## config.mk

```make
export PLATFORM = sky130hd
export DESIGN_NAME = store_merge_unit
export DESIGN_NICKNAME = d
export VERILOG_FILES = /design/src/rtl/store_merge_unit.sv
export SDC_FILE = /design/constraint.sdc
export NUM_CORES = 1
export LEC_CHECK = 0
export ABC_AREA = 0
export BUFFER_PORTS_ARGS = -buffer_cell sky130_fd_sc_hd__buf_2
export CAP_MARGIN = 20
export CORE_ASPECT_RATIO = 0.8
export CORE_UTILIZATION = 53
export CTS_CLUSTER_DIAMETER = 60
export CTS_CLUSTER_SIZE = 8
export DETAILED_ROUTE_END_ITERATION = 8
export GPL_TIMING_DRIVEN = 0
export PLACE_DENSITY_LB_ADDON = 0.05
export SYNTH_ARGS = -nofsm -noshare
export SYNTH_HDL_FRONTEND = slang
export SYNTH_SLANG_ARGS = --single-unit
```

## constraint.sdc

```tcl
create_clock -name clk -period 5.7 [get_ports clk]
set_clock_uncertainty 0.2 [all_clocks]
set_input_delay 0.285 -clock clk [delete_from_list [all_inputs] [get_ports clk]]
set_output_delay 0.285 -clock clk [all_outputs]
set_load 0.005 [all_outputs]
```

## src/rtl/store_merge_unit.sv

```systemverilog
// Store-size engine: word stores go straight to memory, byte/half stores do a
// read-modify-write of the containing word, misaligned/invalid requests are rejected.

module store_merge_lane #(
  parameter int OFF_W = 2,
  parameter int LANE  = 0
) (
  input  logic [OFF_W-1:0] off,
  input  logic             is_half,
  input  logic [15:0]      wdata,
  input  logic [7:0]       rdata,
  output logic [7:0]       merged
);
  // Halves are 2-byte aligned, so the upper byte lane is always off|1.
  logic [OFF_W-1:0] off_hi;
  assign off_hi = {off[OFF_W-1:1], 1'b1};

  always_comb begin
    merged = rdata;
    if (off == OFF_W'(LANE))                   merged = wdata[7:0];
    else if (is_half && off_hi == OFF_W'(LANE)) merged = wdata[15:8];
  end
endmodule

module store_merge_unit #(
  parameter int DATA_W = 32,
  parameter int ADDR_W = 32
) (
  input  logic              clk,
  input  logic              reset_n,
  input  logic              start,
  input  logic [1:0]        size,
  input  logic [ADDR_W-1:0] addr,
  input  logic [DATA_W-1:0] wdata,
  output logic              busy,
  output logic              done,
  output logic              err,
  output logic [ADDR_W-1:0] mem_addr,
  output logic              mem_rd,
  output logic              mem_wr,
  output logic [DATA_W-1:0] mem_wdata,
  input  logic [DATA_W-1:0] mem_rdata,
  input  logic              mem_ready
);
  localparam int NUM_LANES = DATA_W / 8;
  localparam int OFF_W     = $clog2(NUM_LANES);

  localparam logic [2:0] S_IDLE  = 3'd0;
  localparam logic [2:0] S_READ  = 3'd1;
  localparam logic [2:0] S_WRITE = 3'd2;
  localparam logic [2:0] S_DONE  = 3'd3;
  localparam logic [2:0] S_ERR   = 3'd4;

  logic [2:0]                   state, state_nxt;
  logic [1:0]                   size_q;
  logic [OFF_W-1:0]             off_q;
  logic [15:0]                  wdata_q;
  logic [ADDR_W-1:0]            addr_q;
  logic [DATA_W-1:0]            merge_q;
  logic [NUM_LANES-1:0][7:0]    merged;
  logic [OFF_W-1:0]             off_in;
  logic                         req_ok;

  assign off_in = addr[OFF_W-1:0];

  always_comb begin
    case (size)
      2'b01:   req_ok = (off_in == '0);
      2'b10:   req_ok = ~off_in[0];
      2'b11:   req_ok = 1'b1;
      default: req_ok = 1'b0;
    endcase
  end

  always_comb begin
    state_nxt = state;
    case (state)
      S_IDLE:  if (start) state_nxt = !req_ok ? S_ERR : (size == 2'b01) ? S_WRITE : S_READ;
      S_READ:  if (mem_ready) state_nxt = S_WRITE;
      S_WRITE: if (mem_ready) state_nxt = S_DONE;
      S_DONE:  state_nxt = S_IDLE;
      S_ERR:   state_nxt = S_IDLE;
      default: state_nxt = S_IDLE;
    endcase
  end

  for (genvar i = 0; i < NUM_LANES; i++) begin : g_lane
    store_merge_lane #(.OFF_W(OFF_W), .LANE(i)) u_lane (
      .off     (off_q),
      .is_half (size_q == 2'b10),
      .wdata   (wdata_q),
      .rdata   (mem_rdata[8*i +: 8]),
      .merged  (merged[i])
    );
  end

  always_ff @(posedge clk or negedge reset_n) begin
    if (!reset_n) begin
      state   <= S_IDLE;
      size_q  <= '0;
      off_q   <= '0;
      wdata_q <= '0;
      addr_q  <= '0;
      merge_q <= '0;
    end else begin
      state <= state_nxt;
      if (state == S_IDLE && start) begin
        size_q  <= size;
        off_q   <= off_in;
        wdata_q <= wdata[15:0];
        addr_q  <= {addr[ADDR_W-1:OFF_W], {OFF_W{1'b0}}};
        merge_q <= wdata;
      end else if (state == S_READ && mem_ready) begin
        merge_q <= merged;
      end
    end
  end

  // Every output is a register or a pure decode of state.
  assign busy      = (state != S_IDLE);
  assign done      = (state == S_DONE) || (state == S_ERR);
  assign err       = (state == S_ERR);
  assign mem_rd    = (state == S_READ);
  assign mem_wr    = (state == S_WRITE);
  assign mem_addr  = addr_q;
  assign mem_wdata = merge_q;
endmodule

```

==> results.py <==
metrics = {
    "timing": {
        "max_freq_mhz": 419,
        "rsz0062_at_grt": "no",
        "hold_slack_ns": 0.0474,
        "hold_viol": 0,
        "worstMarginPinSlew_ns": 0.589,
        "maxSlewViolCount": 0,
        "setup_viol": 0,
        "fin_crit_sh_pct": 41.8,
        "fin_crit_ns": 2.38,
        "fin_setup_tns_ns": 0,
        "maxSlewHeadroom_pct": 60.7,
    },
    "detailed_routing": {
        "drtIter0Drc": 214,
        "drc": 0,
        "detail-route-antenna-nets": 0,
        "vias_per_cell": 5.33,
        "wire_per_inst_um": 15.5,
        "wirelength_um": 12900,
        "dr_total_vias": 4426,
        "firstDrtPassIters": 4,
    },
    "floorplan": {
        "start_util_pct": 54.9,
        "die_area_mm2": 0.00864,
        "die_w_um": 104,
        "pin_count": 171,
        "die_y_um": 83.4,
        "rows": 29,
        "coreArea_mm2": 0.00798,
    },
    "power_and_ir_drop": {
        "powerDensity_mw_per_mm2": 492,
        "finalPower_mw": 3.00,
        "max-vdd-ir-drop_mv": 0.271,
        "power_leakage_nw": 3.25,
    },
    "setup_path": {
        "required_ns": 5.80,
        "max_stage_delay_ns": 0.58,
        "critPathMostFrequentCell": "buf_6",
        "rr_startpoint": "state[0]",
        "critPathTopFamily": "buffers and inverters",
        "start_kind": "flop",
        "worstPathArrival_ns": 2.48,
        "crit_start": "state[0]",
        "critPathKind": "reg2reg",
        "cp_cell_sequence": "buf_6 > or4b_4 > buf_6 > buf_6 > a221oi_1 > dlygate4sd3_1",
        "setup.worst_path.end_class": "flop",
        "crit_fanout": 10,
        "cp_slowest_cell": "dlygate4sd3_1",
        "path_buf_inv": 4,
    },
    "grt": {
        "grt_pass1_wl_um": 21200,
        "grt_pass1_vias": 4347,
        "track_usage_pct": 31.3,
        "grt_overflow_total": 0,
        "grt_max_degree": 49,
        "antenna_found_initial": 0,
    },
    "synth": {
        "ys_ff_latch": 85,
        "synth_top_cell_by_area": "dfrtp_1",
        "synth_most_common_cell": "nand2_1",
        "syn_inst": 485,
        "synth_seq_area_share_pct": 48.5,
        "ys_async_sr_fraction_pct": 100,
        "synth_top_area_share_pct": 48.5,
        "syn_area_mm2": 0.00439,
        "synthTopCellsByArea": "dfrtp_1 49%, nand2_1 12%, mux2i_1 5.7%",
        "yosysWarnings": 0,
        "synth_edf_count": 0,
        "ys.flop_type": "dfrtp_1",
        "syn_area_per_cell_um2": 9.04,
        "synth_cell_types": 37,
        "synth_common_cells": "142 x nand2_1, 85 x dfrtp_1, 34 x nor2_1, 30 x o21ai_0, 25 x mux2i_1",
    },
    "clock_tree": {
        "cts_setup_buffers": 0,
        "cts_tree": "done",
        "cts_max_level": 3,
        "clock_sinks": 85,
        "cts_root_buffer": "clkbuf_8",
        "holdBufCountCts": 51,
        "clk_pin_slew_worst_paths_ns": 0.09,
        "cts_resized": 0,
        "clk_path_buf_depth": 2,
        "insertion_delay_ns": 0.36,
        "cts_made_buffers": 9,
    },
    "cells_and_area": {
        "nFillCells": 590,
        "instances_no_fill": 830,
        "area_delta_synth_final_pct": 38.9,
        "seq_area_mm2": 0.00213,
        "fin_util_pct": 76.3,
        "drive_gt1_share_pct": 33.2,
        "diodes": 0,
        "layout.nets": 819,
        "multi_input_area_mm2": 0.00196,
    },
    "placed_design": {
        "detailed_place_hpwl_um": 9000,
        "port_buffers": 168,
        "dpl.cell_count": 763,
        "gp_congestion": 0.900,
    },
    "min_path": {
        "min_path_type": "in2reg",
        "hold_start": "mem_ready",
    },
    "job": {
        "max-cap-violations": 0,
    },
    "run_status": {
        "outcome": "finished clean",
    },
}
metrics by stage:
step,worst slack [ns],cell area (um2)
global route,3.25,6090
detailed placement,3.64,5400
finish,3.32,6090
CTS,3.33,6090
global placement,3.43,5370
floorplan,3.82,4390
worst reg2reg max path, cell delays in order (launching register included):
cell and delay [ns]:
dfrtp_1 0.39, buf_6 0.14, or4b_4 0.51, buf_6 0.16, buf_6 0.14, a221oi_1 0.20
dlygate4sd3_1 0.58
power breakdown:
group,internal [mW],switching [mW],leakage (nW)
combinational,0.684,0.817,2.12
clock,0.173,0.233,0.0889
sequential,0.897,0.195,1.04
total,1.75,1.24,3.25
area by class of cell:
class                   count  area share, %
plain buffers              41           3.84
clock buffers              10           2.26
clock inverters             6          0.760
inverters                  18           1.11
multi-input cells         342           32.2
flip-flops and latches     85           34.9
well taps                 108           2.22
repair buffers            220           22.7
registers in the layout (all words and copies together), names as in the netlist:
name	cells
mem_wdata	32
wdata_q	16
state	3
off_q	2
mem_addr	30
size_q	2
logic make-up (layout without fill, tap and decap cells):
kind of cell,Yosys count,after routing,synth area share (%)
AND/OR/NAND/NOR,214,214,21.9
AO/OA/AOI/OAI,93,93,14.9
flip-flops,85,85,48.5
buffers and inverters,59,295,6.88
multiplexers,33,33,7.76
other,1,2,0.0855
per-layer routing:
layer  share of wire (%)  GRT usage (%)  up-vias  routed length, um
li1                    -              -     2092                  -
met1                  44           43.1     2113               5720
met2                  47           49.8      187               6000
met3                 6.5           6.36       34                839
met4                 2.6           10.6        0                329
met5                   0              0        -                  0
path summary, 6_finish.rpt:
| check | to | cells after the start | slack [ns] |
|---|---|---|---|
| min | state[0] | 4 | 0.05 |
| min in group asynchronous | mem_wdata[10] | 2 | 0.23 |
| max | state[2] | 6 | 3.32 |
| max in group asynchronous | mem_wdata[18] | 3 | 4.45 |
| min reg2reg | mem_addr[19] | 2 | 0.27 |
| max reg2reg | state[2] | 6 | 3.32 |
layout by cell type, fill, tap and decap left out, drive strengths merged, types with 2 or more instances in the layout:
| cell | count |
|---|---|
| clkinvlp | 2 |
| nor3 | 2 |
| o21ai | 30 |
| a22o | 8 |
| clkinv | 3 |
| a31oi | 8 |
| a221oi | 9 |
| clkbuf | 21 |
| conb | 2 |
| a21oi | 9 |
| dfrtp | 85 |
| mux2 | 8 |
| and4b | 8 |
| a21o | 8 |
| a211oi | 9 |
| mux2i | 25 |
| nor2 | 43 |
| buf | 199 |
| dlygate4sd3 | 51 |
| nand2b | 2 |
| inv | 19 |
| a311oi | 8 |
| nor4b | 2 |
| nor2b | 10 |
| o21bai | 2 |
| nand2 | 142 |
| or3 | 2 |
No activity file was read; power rests on OpenSTA's default activity.
